`config.mk`:
```
export PLATFORM = sky130hd
export DESIGN_NAME = mbgd_grad_update
export DESIGN_NICKNAME = d
export VERILOG_FILES = /design/src/rtl/mbgd_pkg.sv /design/src/rtl/mbgd_lane_mac.sv /design/src/rtl/mbgd_grad_update.sv
export SDC_FILE = /design/constraint.sdc
export NUM_CORES = 1
export LEC_CHECK = 0
export CAP_MARGIN = 20
export CORE_ASPECT_RATIO = 0.5
export CORE_UTILIZATION = 53
export CTS_CLUSTER_DIAMETER = 50
export DETAILED_ROUTE_END_ITERATION = 8
export HOLD_SLACK_MARGIN = 0.08
export PLACE_DENSITY = 0.89
export SYNTH_ARGS = -nofsm -noshare
export SYNTH_HDL_FRONTEND = slang
export SYNTH_SLANG_ARGS = --single-unit
```
`constraint.sdc`:
```
create_clock -name clk -period 7.4 [get_ports clk]
set_input_delay 0.74 -clock clk [delete_from_list [all_inputs] [get_ports clk]]
set_output_delay 0.74 -clock clk [all_outputs]
set_load 0.01 [all_outputs]
```
`src/rtl/mbgd_pkg.sv`:
```
`default_nettype none
// ============================================================================
//  Module   : mbgd_pkg
//  Purpose  : Shared types and helpers for the MBGD backward (gradient
//             update) path: FSM state encoding, derived-width functions and
//             the packed-lane slice helper.
//  Contents : state_t          - FSM state encoding
//             calc_sw/calc_gw  - sum width / gradient accumulator width
//             SW, GW           - derived widths for the default configuration
//             lane_lsb         - LSB position of lane i in a packed vector
//  Revision : 1.0 - initial release
// ============================================================================
package mbgd_pkg;

  typedef enum logic [1:0] {
    IDLE   = 2'd0,
    ACCUM  = 2'd1,
    UPDATE = 2'd2,
    DONE   = 2'd3
  } state_t;

  // Forward sum width: DW1 x DW2 product summed over 2^N_BIT lanes.
  function automatic int calc_sw(input int dw1, input int dw2, input int n_bit);
    return dw1 + dw2 + n_bit;
  endfunction

  // Gradient accumulator: signed residual (SW+1) times unsigned feature,
  // summed over 2^BATCH_BIT samples.
  function automatic int calc_gw(input int dw1, input int dw2, input int n_bit,
                                 input int batch_bit);
    return calc_sw(dw1, dw2, n_bit) + 1 + dw1 + batch_bit;
  endfunction

  localparam int SW = calc_sw(8, 8, 3);
  localparam int GW = calc_gw(8, 8, 3, 2);

  // Lane i of a packed vector occupies [width*(i+1)-1 : width*i].
  function automatic int lane_lsb(input int lane, input int width);
    return lane * width;
  endfunction

endpackage
`default_nettype wire

```
`src/rtl/mbgd_lane_mac.sv`:
```
`default_nettype none
// ============================================================================
//  Module   : mbgd_lane_mac
//  Purpose  : Shared multiply-accumulate for the gradient path:
//             acc_next = acc + err * {1'b0, x}
//  Ports    : err      in  SW+1  signed residual
//             x        in  DW1   unsigned feature of the selected lane
//             acc      in  GW    signed gradient of the selected lane
//             acc_next out GW    updated gradient
//  Revision : 1.0 - initial release
// ============================================================================
module mbgd_lane_mac
  import mbgd_pkg::*;
#(
  parameter int SW  = 19,
  parameter int DW1 = 8,
  parameter int GW  = 30
) (
  input  logic signed [SW:0]    err,
  input  logic        [DW1-1:0] x,
  input  logic signed [GW-1:0]  acc,
  output logic signed [GW-1:0]  acc_next
);

  logic signed [GW-1:0] w_err_ext;
  logic signed [GW-1:0] w_x_ext;
  logic signed [GW-1:0] w_prod;

  // Both operands are widened to the accumulator width first; the true
  // product always fits in GW bits, so the truncated multiply is exact.
  assign w_err_ext = {{(GW-SW-1){err[SW]}}, err};
  assign w_x_ext   = {{(GW-DW1){1'b0}}, x};
  assign w_prod    = w_err_ext * w_x_ext;
  assign acc_next  = acc + w_prod;

endmodule
`default_nettype wire

```
`src/rtl/mbgd_grad_update.sv`:
```
`default_nettype none
// ============================================================================
//  Module   : mbgd_grad_update
//  Purpose  : Backward path of the MBGD datapath. Forms the residual
//             sum_in - label per sample, accumulates err*x_i into per-lane
//             gradients over a mini-batch (one lane per cycle through a
//             shared MAC) and, at batch end, updates the packed weights with
//             w - grad >>> (LR_SHIFT+BATCH_BIT), saturated to [0, 2^DW2-1].
//  Ports    : clk, resetn (async, active-low)
//             w_load/w_init        - weight initialisation (IDLE only)
//             in_valid/in_ready    - sample handshake
//             sum_in, label        - forward sum and target, unsigned SW bits
//             features             - packed DW1 x N sample features
//             weights              - packed DW2 x N current weights
//             upd_valid            - one-cycle pulse after a weight update
//             busy                 - FSM not idle
//  Revision : 1.0 - initial release
// ============================================================================
module mbgd_grad_update
  import mbgd_pkg::*;
#(
  parameter  int N         = 8,
  parameter  int N_BIT     = 3,
  parameter  int DW1       = 8,
  parameter  int DW2       = 8,
  parameter  int BATCH     = 4,
  parameter  int BATCH_BIT = 2,
  parameter  int LR_SHIFT  = 4,
  localparam int SW        = calc_sw(DW1, DW2, N_BIT),
  localparam int GW        = calc_gw(DW1, DW2, N_BIT, BATCH_BIT)
) (
  input  logic             clk,
  input  logic             resetn,
  input  logic             w_load,
  input  logic [DW2*N-1:0] w_init,
  input  logic             in_valid,
  output logic             in_ready,
  input  logic [SW-1:0]    sum_in,
  input  logic [SW-1:0]    label,
  input  logic [DW1*N-1:0] features,
  output logic [DW2*N-1:0] weights,
  output logic             upd_valid,
  output logic             busy
);

  localparam logic [N_BIT-1:0]     c_last_lane  = N_BIT'(N - 1);
  localparam logic [BATCH_BIT-1:0] c_last_batch = BATCH_BIT'(BATCH - 1);
  localparam int                   c_shift      = LR_SHIFT + BATCH_BIT;

  state_t                  r_state;
  state_t                  w_next_state;
  logic [N_BIT-1:0]        r_lane;
  logic [BATCH_BIT-1:0]    r_batch;
  logic signed [SW:0]      r_err;
  logic [DW1-1:0]          r_feat    [N];
  logic [DW2-1:0]          r_weights [N];
  logic signed [GW-1:0]    r_grad    [N];

  logic                    w_last_lane;
  logic signed [GW-1:0]    w_grad_next;
  logic signed [GW-1:0]    w_grad_shr;
  logic signed [GW:0]      w_t;
  logic [DW2-1:0]          w_w_sat;

  assign w_last_lane = (r_lane == c_last_lane);

  // --------------------------------------------------------------------------
  // Shared MAC, fed by the lane currently selected by r_lane.
  // --------------------------------------------------------------------------
  mbgd_lane_mac #(
    .SW  (SW),
    .DW1 (DW1),
    .GW  (GW)
  ) u_mac (
    .err      (r_err),
    .x        (r_feat[r_lane]),
    .acc      (r_grad[r_lane]),
    .acc_next (w_grad_next)
  );

  // --------------------------------------------------------------------------
  // Weight update for the selected lane: the batch average and learning rate
  // collapse into one arithmetic shift (rounds toward minus infinity). The
  // difference is one bit wider than the gradient so it can never wrap.
  // --------------------------------------------------------------------------
  always_comb begin
    w_grad_shr = r_grad[r_lane] >>> c_shift;
    w_t        = $signed({{(GW+1-DW2){1'b0}}, r_weights[r_lane]})
               - $signed({w_grad_shr[GW-1], w_grad_shr});
    if (w_t[GW]) begin
      w_w_sat = '0;
    end else if (|w_t[GW-1:DW2]) begin
      w_w_sat = '1;
    end else begin
      w_w_sat = w_t[DW2-1:0];
    end
  end

  // --------------------------------------------------------------------------
  // FSM
  // --------------------------------------------------------------------------
  always_ff @(posedge clk or negedge resetn) begin
    if (!resetn) begin
      r_state <= IDLE;
    end else begin
      r_state <= w_next_state;
    end
  end

  always_comb begin
    w_next_state = r_state;
    in_ready     = 1'b0;
    busy         = 1'b1;
    upd_valid    = 1'b0;
    case (r_state)
      IDLE: begin
        in_ready = 1'b1;
        busy     = 1'b0;
        if (!w_load && in_valid) begin
          w_next_state = ACCUM;
        end
      end
      ACCUM: begin
        if (w_last_lane) begin
          w_next_state = (r_batch == c_last_batch) ? UPDATE : IDLE;
        end
      end
      UPDATE: begin
        if (w_last_lane) begin
          w_next_state = DONE;
        end
      end
      DONE: begin
        upd_valid    = 1'b1;
        w_next_state = IDLE;
      end
      default: w_next_state = IDLE;
    endcase
  end

  // --------------------------------------------------------------------------
  // Datapath registers. r_lane wraps to 0 naturally after the last lane, so
  // ACCUM hands over to UPDATE already pointing at lane 0.
  // --------------------------------------------------------------------------
  always_ff @(posedge clk or negedge resetn) begin
    if (!resetn) begin
      r_lane  <= '0;
      r_batch <= '0;
      r_err   <= '0;
      for (int i = 0; i < N; i++) begin
        r_feat[i]    <= '0;
        r_weights[i] <= '0;
        r_grad[i]    <= '0;
      end
    end else begin
      case (r_state)
        IDLE: begin
          if (w_load) begin
            r_batch <= '0;
            for (int i = 0; i < N; i++) begin
              r_weights[i] <= w_init[lane_lsb(i, DW2) +: DW2];
              r_grad[i]    <= '0;
            end
          end else if (in_valid) begin
            r_err  <= $signed({1'b0, sum_in}) - $signed({1'b0, label});
            r_lane <= '0;
            for (int i = 0; i < N; i++) begin
              r_feat[i] <= features[lane_lsb(i, DW1) +: DW1];
            end
          end
        end
        ACCUM: begin
          r_grad[r_lane] <= w_grad_next;
          r_lane         <= r_lane + 1'b1;
          if (w_last_lane) begin
            r_batch <= r_batch + 1'b1;
          end
        end
        UPDATE: begin
          r_weights[r_lane] <= w_w_sat;
          r_grad[r_lane]    <= '0;
          r_lane            <= r_lane + 1'b1;
          if (w_last_lane) begin
            r_batch <= '0;
          end
        end
        default: ;
      endcase
    end
  end

  for (genvar gi = 0; gi < N; gi++) begin : g_pack_weights
    assign weights[lane_lsb(gi, DW2) +: DW2] = r_weights[gi];
  end

endmodule
`default_nettype wire

```
==> results.md <==
* Status: finished clean
* Core Region at ~46,000 um2
* Routed via count at 21.82k
* Layout Nets at 3,001
* WL per Instance at around 26 um
* Clk sinks at 395
* I/O Pins at between 200 and 250
* Fill cell total of the finished layout at around 3.3k
* Gr ovfl total at 0
* Ys async rst share at 100.0%
* Max cap viols at 0
* Multi-input gate area at ~14,000 um2
* GRT Util Overall at 35.05%
* Clk_skew at ~0.037 ns
* Commonest non-fill, non-tap cell in the layout: dfrtp_1
* Final WS setup at approximately 0.23 ns
* Register bit total from synthesis at roughly 400
* Crit Path Class: register to register
* Yosys cell types at between 80 and 90
* Final setup violation count at 0
* Final Cycle Share at between 90% and 100%
* Max Freq at between 100 and 150 MHz
* Chip Height at approximately 160 um
* DP HPWL at 59,890 um
* Via density at approximately 6.7
* Sequential area share after synthesis at 39.46%
* Row Count at between 50 and 60
* Area Overhead vs Synth at 18.86%
* Final Hold Viols at 0
* Period minus WS final at between 7 and 8 ns
* Yosys warns at 0
* Most frequent CP cell: fa_1
* Largest net degree at the start of global routing at roughly 150
* Critical Path End Type: register
* CTS Buf Count at 38
* Slew margin rel. at between 10% and 20%
* Initial antenna violation count at 2
* EDFF count, synth at 0
* CP max stage cell: dfrtp_4
* Initial DRC Count at 3,134
* Placement Setup Slack at -0.01243 ns
* Drt pass-1 iters at 8
* Max clock buf depth at 3
* Routability Congestion at around 1.0
* Vias in the first global route at roughly 22k
* Slowest Stage Delay on Critical Path at around 0.57 ns
* Cell family with most CP delay: adder cells
* Worst slew pin tran at between 1 and 1.5 ns
* Buf+Inv Stages, Crit Path at 4
* DRT Wirelength at 85,120 um
* Arrival time at the worst endpoint at about 7.6 ns
* Mapped cell area at about 25,000 um2
* Initial Util at between 50% and 60%
* Non-Filler Instances at about 3.2k
* Final core occ at 64.87%
* Worst setup SP type: register
* Die area at between 40,000 and 50,000 um2
* Syn Nets at approximately 2.8k
* Root Driver: clkbuf_16
* Post-Synthesis Cells at 2,357
* Post-Place Cell Area at approximately 28,000 um2
* Synth Flop Type: dfrtp_1
* Crit path max fanout at 20
* Max Slew Vio Count at 0
* First-pass GRT wire length at between 100,000 and 150,000 um
* Hold Path Class: primary input to asynchronous set/reset pin
* Clock transition at the registers of the reported paths at 0.07 ns
* Worst-Skew Late Latency at 0.58 ns
* Most frequent cells in the layout: dfrtp_1 (392), clkdlybuf4s50_1 (235), nand2_1 (232)
* CP Cell Sequence: nand2b_1, buf_4, nor2_4, a221oi_1, nand3_1, buf_4, and2_1, fa_1, fa_1, inv_1, fa_1, inv_1, fa_1, fa_1, ha_1, a41o_1, a21o_1, a2111oi_2, a21oi_1, a211o_1, a211o_1, a31oi_2, xor2_2, o21ai_0
* Layout cells sized above 1 at roughly 11%
* Htree depth at 2
* Placed insts at between 3k and 4k
* Worst r2r src: r_lane[1]
* Reg area at around 9900 um2
* DRC viols at 0
* RSZ-0062 raised after global routing: true
* Buffers on Ports at 236
* Chip Width at between 300 and 400 um
* CP required at slightly below 8 ns
* Cell area after layout at between 20,000 and 30,000 um2
* CTS tree: done
* CP Launch Point: r_lane[1]
* Post-DRT Antenna Nets at 0
* Syn_area_per_cell at between 10 and 15 um2
[state kept, by name (all words and copies together), names as in the netlist, named ones only]
signal	count
r_state	1
r_feat	64
r_batch	2
r_grad	240
r_err	20
r_lane	3
weights	64
[layer usage]
metal | vias up | track usage (%) | wire length (um) | share of wire (%)
li1 | 8893 | - | - | -
met1 | 10770 | 48.49 | 32370 | 38
met2 | 1796 | 51.52 | 37040 | 44
met3 | 358 | 11.04 | 12110 | 14
met4 | 0 | 13.51 | 3598 | 4.2
met5 | - | 0 | 0 | 0
[Yosys cell counts, types with 63 or more instances]
| cell type | n | area [um2] |
|---|---|---|
| a22oi_1 | 105 | 788.3 |
| nor2_1 | 63 | 236.5 |
| mux2_2 | 89 | 1002 |
| ha_1 | 101 | 1264 |
| o21ai_0 | 152 | 760.7 |
| inv_1 | 159 | 596.8 |
| a22o_1 | 168 | 1471 |
| nand2_1 | 233 | 874.6 |
| clkbuf_1 | 102 | 382.9 |
| dfrtp_1 | 395 | 9884 |
| fa_1 | 155 | 3103 |
[metrics by stage]
stage                     hold WS, ns   TNS, ns
after floorplan                0.4429         0
after global placement         0.4559         0
after detailed placement       0.4654  -0.01243
after CTS                      0.2340         0
after global routing           0.2443   -0.5116
final                          0.1685         0
[what timing repair did]
action,in CTS,in global routing
pin swaps,0,1
setup endpoints to repair,8,65
resized for setup,1,20
buffers inserted,0,4
hold buffers,0,0
[area by class of cell]
type,count,area share [%]
Inverter,161,2.042
Multi-Input combinational cell,1669,47.68
Antenna cell,2,0.01681
Sequential cell,395,33.22
Clock inverter,15,0.7437
Clock buffer,53,3.719
Tap cell,627,2.635
Timing Repair Buffer,310,9.942
[cells by family after synthesis]
family	Yosys count	synth area share, %
and+or+nand+nor	524	10.74
adders and majority gates	256	17.43
buffers and inverters	293	4.535
AOI/OAI and AO/OA	715	20.21
xor gates and xnor gates	45	1.573
DFF	395	39.46
muxes	129	6.053
[worst register-to-register path: stages, from the launching register on]
cell and delay [ns]:
dfrtp_4 0.57, nand2b_1 0.16, buf_4 0.20, nor2_4 0.09, a221oi_1 0.28, nand3_1 0.12
buf_4 0.23, and2_1 0.20, fa_1 0.41, fa_1 0.52, inv_1 0.07, fa_1 0.52
inv_1 0.05, fa_1 0.50, fa_1 0.43, ha_1 0.37, a41o_1 0.27, a21o_1 0.17
a2111oi_2 0.35, a21oi_1 0.19, a211o_1 0.31, a211o_1 0.32, a31oi_2 0.26, xor2_2 0.29
o21ai_0 0.15
[worst paths after layout]
kind,endpoint,slack [ns],cells past startpoint
worst max-delay path,r_grad[83],0.23,24
worst min-delay path,weights[14],0.17,1
worst max register to register,r_grad[83],0.23,24
worst min register to register,r_grad[86],0.48,2
max in group asynchronous,r_grad[218],5.88,2
min in group clk,r_grad[86],0.48,2
Power is left out: the tool's default activity adds up to more than one toggle a clock period on the data nets, which glitch-free logic cannot reach.
